<file path="config.mk">
export PLATFORM = sky130hd
export DESIGN_NAME = bin_to_bcd_display
export DESIGN_NICKNAME = d
export VERILOG_FILES = /design/src/rtl/bin_to_bcd_display_pkg.sv /design/src/rtl/bin_to_bcd_display_seg7_decode.sv /design/src/rtl/bin_to_bcd_display.sv
export SDC_FILE = /design/constraint.sdc
export NUM_CORES = 1
export LEC_CHECK = 0
export CAP_MARGIN = 40
export CORE_UTILIZATION = 25
export DETAILED_ROUTE_END_ITERATION = 8
export PLACE_DENSITY = 0.51
export REMOVE_ABC_BUFFERS = 1
export SKIP_CTS_REPAIR_TIMING = 1
export SLEW_MARGIN = 20
export SYNTH_ARGS = -nofsm -noshare
export SYNTH_HDL_FRONTEND = slang
export SYNTH_SLANG_ARGS = --single-unit
</file>
<file path="constraint.sdc">
create_clock -name CLOCK_50 -period 6.6 [get_ports CLOCK_50]
set_input_delay 0.66 -clock CLOCK_50 [delete_from_list [all_inputs] [get_ports CLOCK_50]]
set_output_delay 0.66 -clock CLOCK_50 [all_outputs]
set_load 0.1 [all_outputs]
</file>
<file path="src/rtl/bin_to_bcd_display_pkg.sv">
// Shared constants for the binary-to-BCD display path: segment codes,
// FSM state encoding and the BCD digit width.
package bin_to_bcd_display_pkg;
  localparam int BCD_W = 4;

  // Active-low segments, bit order {g,f,e,d,c,b,a}
  localparam logic [6:0] SEG_0     = 7'b1000000;
  localparam logic [6:0] SEG_1     = 7'b1111001;
  localparam logic [6:0] SEG_2     = 7'b0100100;
  localparam logic [6:0] SEG_3     = 7'b0110000;
  localparam logic [6:0] SEG_4     = 7'b0011001;
  localparam logic [6:0] SEG_5     = 7'b0010010;
  localparam logic [6:0] SEG_6     = 7'b0000010;
  localparam logic [6:0] SEG_7     = 7'b1111000;
  localparam logic [6:0] SEG_8     = 7'b0000000;
  localparam logic [6:0] SEG_9     = 7'b0010000;
  localparam logic [6:0] SEG_BLANK = 7'b1111111;

  typedef enum logic [1:0] {
    ST_IDLE  = 2'd0,
    ST_SHIFT = 2'd1,
    ST_DONE  = 2'd2
  } state_t;
endpackage

</file>
<file path="src/rtl/bin_to_bcd_display_seg7_decode.sv">
// One BCD digit plus blank flag to active-low 7-segment pattern.
// Non-decimal nibbles show as blank.
module seg7_decode
  import bin_to_bcd_display_pkg::*;
(
  input  logic [BCD_W-1:0] bcd,
  input  logic             blank,
  output logic [6:0]       seg
);
  always_comb begin
    seg = SEG_BLANK;
    if (!blank) begin
      case (bcd)
        4'd0:    seg = SEG_0;
        4'd1:    seg = SEG_1;
        4'd2:    seg = SEG_2;
        4'd3:    seg = SEG_3;
        4'd4:    seg = SEG_4;
        4'd5:    seg = SEG_5;
        4'd6:    seg = SEG_6;
        4'd7:    seg = SEG_7;
        4'd8:    seg = SEG_8;
        4'd9:    seg = SEG_9;
        default: seg = SEG_BLANK;
      endcase
    end
  end
endmodule

</file>
<file path="src/rtl/bin_to_bcd_display.sv">
// Sequential double-dabble converter: one shift/add-3 step per clock,
// result latched to bcd_out and HEX0..2 only when the conversion completes.
module bin_to_bcd_display
  import bin_to_bcd_display_pkg::*;
#(
  parameter int WIDTH    = 8,
  parameter int DIGITS   = 3,
  parameter int BLANK_LZ = 1
) (
  input  logic                    CLOCK_50,
  input  logic                    reset,
  input  logic                    start,
  input  logic [WIDTH-1:0]        bin_in,
  output logic                    busy,
  output logic                    done,
  output logic [BCD_W*DIGITS-1:0] bcd_out,
  output logic [6:0]              HEX0,
  output logic [6:0]              HEX1,
  output logic [6:0]              HEX2
);
  localparam int IW = $clog2(WIDTH + 1);
  localparam int CW = BCD_W * DIGITS + WIDTH;

  state_t                        state, state_nx;
  logic [WIDTH-1:0]              sreg;
  logic [DIGITS-1:0][BCD_W-1:0]  scr, scr_adj;
  logic [IW-1:0]                 iter;
  logic [CW-1:0]                 shifted;
  logic [DIGITS-1:0]             blank;
  logic [DIGITS-1:0][6:0]        seg, hex_q;
  logic                          seen;

  // Each digit adjusts independently in 4 bits; the shift carries the MSB up.
  always_comb begin
    scr_adj = scr;
    for (int k = 0; k < DIGITS; k++)
      if (scr[k] >= 4'd5) scr_adj[k] = scr[k] + 4'd3;
  end

  assign shifted = {scr_adj, sreg} << 1;

  always_comb begin
    seen  = 1'b0;
    blank = '0;
    for (int k = DIGITS - 1; k >= 0; k--) begin
      seen     = seen | (scr[k] != '0);
      blank[k] = (BLANK_LZ != 0) && (k != 0) && !seen;
    end
  end

  for (genvar g = 0; g < DIGITS; g++) begin : g_dec
    seg7_decode u_dec (.bcd(scr[g]), .blank(blank[g]), .seg(seg[g]));
  end

  always_comb begin
    state_nx = state;
    case (state)
      ST_IDLE:  if (start) state_nx = ST_SHIFT;
      ST_SHIFT: if (iter == IW'(1)) state_nx = ST_DONE;
      ST_DONE:  state_nx = ST_IDLE;
      default:  state_nx = ST_IDLE;
    endcase
  end

  always_ff @(posedge CLOCK_50) begin
    if (reset) begin
      state   <= ST_IDLE;
      done    <= 1'b0;
      bcd_out <= '0;
      hex_q   <= {DIGITS{SEG_BLANK}};
      sreg    <= '0;
      scr     <= '0;
      iter    <= '0;
    end else begin
      state <= state_nx;
      done  <= (state == ST_DONE);
      case (state)
        ST_IDLE: if (start) begin
          sreg <= bin_in;
          scr  <= '0;
          iter <= IW'(WIDTH);
        end
        ST_SHIFT: begin
          {scr, sreg} <= shifted;
          iter        <= iter - IW'(1);
        end
        ST_DONE: begin
          bcd_out <= scr;
          hex_q   <= seg;
        end
        default: ;
      endcase
    end
  end

  assign busy = (state != ST_IDLE);
  assign HEX0 = hex_q[0];
  assign HEX1 = hex_q[1];
  assign HEX2 = hex_q[2];
endmodule

</file>
==> qor.yml <==
status:
  status: "completed"
clock_tree:
  clk_latency_ns: 0.33
  clockBufferDepth: 2
  htreeDepth: 3
  path_clk_slew_ns: 0.06
  clock-root-buffer: "clkbuf_16"
  clock-sinks: 74
  cts_buffers: 9
  cts_tree: "done"
global_route:
  use_met2: 0.1886
  grt_use_total: 0.1187
  gr-max-usage-layer: "met2"
  grt_pass1_wl_um: 13860
  grt_max_degree: 41
  grt_pass1_vias: 2910
  grt-ovfl-total: 0
  antenna_found_initial: 0
  met3_usage: 0.03043
  use_met1: 0.1501
timing:
  hold_viol_final: 0
  worst_clock_skew_ns: 0.008368
  maxSlewViolCount: 0
  finalSetupViolations: 0
  timing.fmax_mhz: 348.7
  slew_headroom: 0.4967
  worst_hold_slack_ns: 0.4465
  worst_slew_pin_slew_ns: 0.7431
  period_minus_slack_ns: 2.868
  rsz0062_at_grt: "no"
  min_period_over_period: 0.4345
  setup_tns_ns: 0
cells_and_area:
  antennaDiodeCount: 0
  syn_to_final_growth_pct: 41.59
  utilization: 0.3651
  drive_gt1_frac: 0.1520
  fillers: 1385
  final-seq-area_sq_mm: 0.001481
  multiInputGateArea_sq_mm: 0.001932
  nets: 529
pwr:
  total_power_mw: 1.099
  p_leak_nw: 2.010
  p_per_area_mw_per_mm2: 215.2
  ir_worst_vdd_uv: 115.3
critical_path:
  start_kind: "flip-flop"
  worst_ep_required_time_ns: 6.81
  cp_max_fo: 15
  cp.arrival_ns: 3.08
  crit_path_end_kind: "flip-flop"
  crit_type: "flip-flop to flip-flop"
synthesis:
  synth_top_area_cell: "dfxtp_1"
  synthCells: 425
  synth_flop_cell: "dfxtp_1"
  synth-warning-count: 0
  yosys-top-cells-area: "dfxtp_1 (41%), ha_1 (7.6%), nand2_1 (6.2%)"
  synth.avg_cell_area_sq_um: 8.488
  synth_seq_area_share: 0.4107
  synth.top_cell.area_share: 0.4107
  synthArstFlopShare: 0
  synthDistinctLibCells: 56
  synth-seq-cells: 74
  syn-cell-area_sq_mm: 0.003607
  synth-edff-count: 0
route:
  drc: 0
  vias_per_cell: 4.674
  via_count: 3178
  ant_nets: 0
  drt_iter0_drc: 192
  first_pass_iters: 4
  drt_wl_total_um: 8315
  routed_wire_length_per_instance_um: 12.23
floorplanning:
  fp.dieH_um: 122.1
  rows: 43
  top_level_ports: 46
  chipWidth_um: 122.1
  start_util: 0.2579
  core_sq_mm: 0.01399
  die_area_sq_mm: 0.01491
run:
  max-cap-violations: 0
placement:
  place_hpwl_um: 5896
  port_buffers: 45
  place_congestion: 0.8223
hold_path:
  min_path_type: "flip-flop to flip-flop"
==> per-stage QoR <==
step           cell area [sq um]  std cells  setup slack, ns
2_1_floorplan               3490        399            3.991
3_3_place_gp                4185        627            3.377
3_5_place_dp                4755        664            3.521
4_1_cts                     5096        679            3.710
5_1_grt                     5107        680            3.449
6_report                    5107        680            3.732
==> synth_stat cells, types with 5 or more instances <==
cell type / instances
a22oi_1: 5
o22ai_1: 14
a311oi_1: 8
buf_2: 7
a21oi_1: 27
nand3_1: 6
ha_1: 22
a211o_1: 5
nand2b_1: 22
nor3_1: 10
o21ai_1: 6
clkbuf_1: 16
a211oi_1: 7
nor2_1: 39
inv_1: 19
nand2_1: 60
dfxtp_1: 74
o21ai_0: 14
==> power by group <==
part           switching [mW]  leakage, nW  total [mW]  internal (mW)
clock                   0.187        0.165       0.564          0.377
combinational          0.0423         1.24      0.0722         0.0299
sequential            0.00815        0.600       0.463          0.455
total                   0.237         2.01        1.10          0.862
==> worst paths after layout <==
check	slack, ns	start	end	cells after the start
setup reg to reg	3.73	state[0]$_SDFFE_PP0P_	flip-flop	8
setup / recovery	3.73	state[0]$_SDFFE_PP0P_	flip-flop	8
hold / removal	0.45	flip-flop	HEX2[1]$_SDFFE_PP1P_	2
hold reg to reg	0.45	flip-flop	HEX2[1]$_SDFFE_PP1P_	2
==> layout by cell type, fill, tap and decap left out, types with 7 or more instances in the layout <==
| cell type | n |
|---|---|
| dfxtp_1 | 74 |
| nand2_1 | 60 |
| clkdlybuf4s50_1 | 44 |
| nor2_1 | 39 |
| buf_8 | 33 |
| a21oi_1 | 27 |
| nand2b_1 | 22 |
| ha_1 | 22 |
| inv_1 | 19 |
| o21ai_0 | 14 |
| o22ai_1 | 14 |
| nor3_1 | 10 |
| clkbuf_16 | 9 |
| a311oi_1 | 8 |
| a211oi_1 | 7 |
==> critical path, stage by stage, from the launching register on <==
cell and delay [ns]:
dfxtp_1 0.62, nor2b_1 0.60, buf_4 0.30, nand4_1 0.16, a31oi_1 0.32, inv_1 0.13, ha_1 0.22, nor4_2 0.31
a211oi_1 0.08
==> final cells by class <==
| class | count | area share |
|---|---|---|
| Clock buffer | 10 | 0.04679 |
| Sequential cell | 74 | 0.2901 |
| Clock inverter | 5 | 0.02009 |
| Timing Repair Buffer | 86 | 0.2053 |
| Inverter | 21 | 0.01543 |
| Tap cell | 180 | 0.04410 |
| Multi-Input combinational cell | 304 | 0.3782 |
==> layer usage <==
| layer | routed length (um) | vias to the layer above |
|---|---|---|
| met1 | 4073 | 1482 |
| li1 | - | 1634 |
| met4 | 143 | 0 |
| met2 | 3842 | 52 |
| met5 | 0 | - |
| met3 | 256 | 10 |
==> kinds of logic (layout without fill, tap and decap cells) <==
group / count (synthesis) / count (layout) / share of synthesized area
and+or+nand+nor: 163 / 163 / 0.2210
AOI/OAI and AO/OA: 116 / 116 / 0.2289
adders and majority gates: 22 / 22 / 0.07631
buffers and inverters: 47 / 122 / 0.05446
xor gates and xnor gates: 1 / 1 / 0.002428
muxes: 2 / 2 / 0.006243
DFF: 74 / 74 / 0.4107
Note: power is estimated with default switching activity, not from simulation.
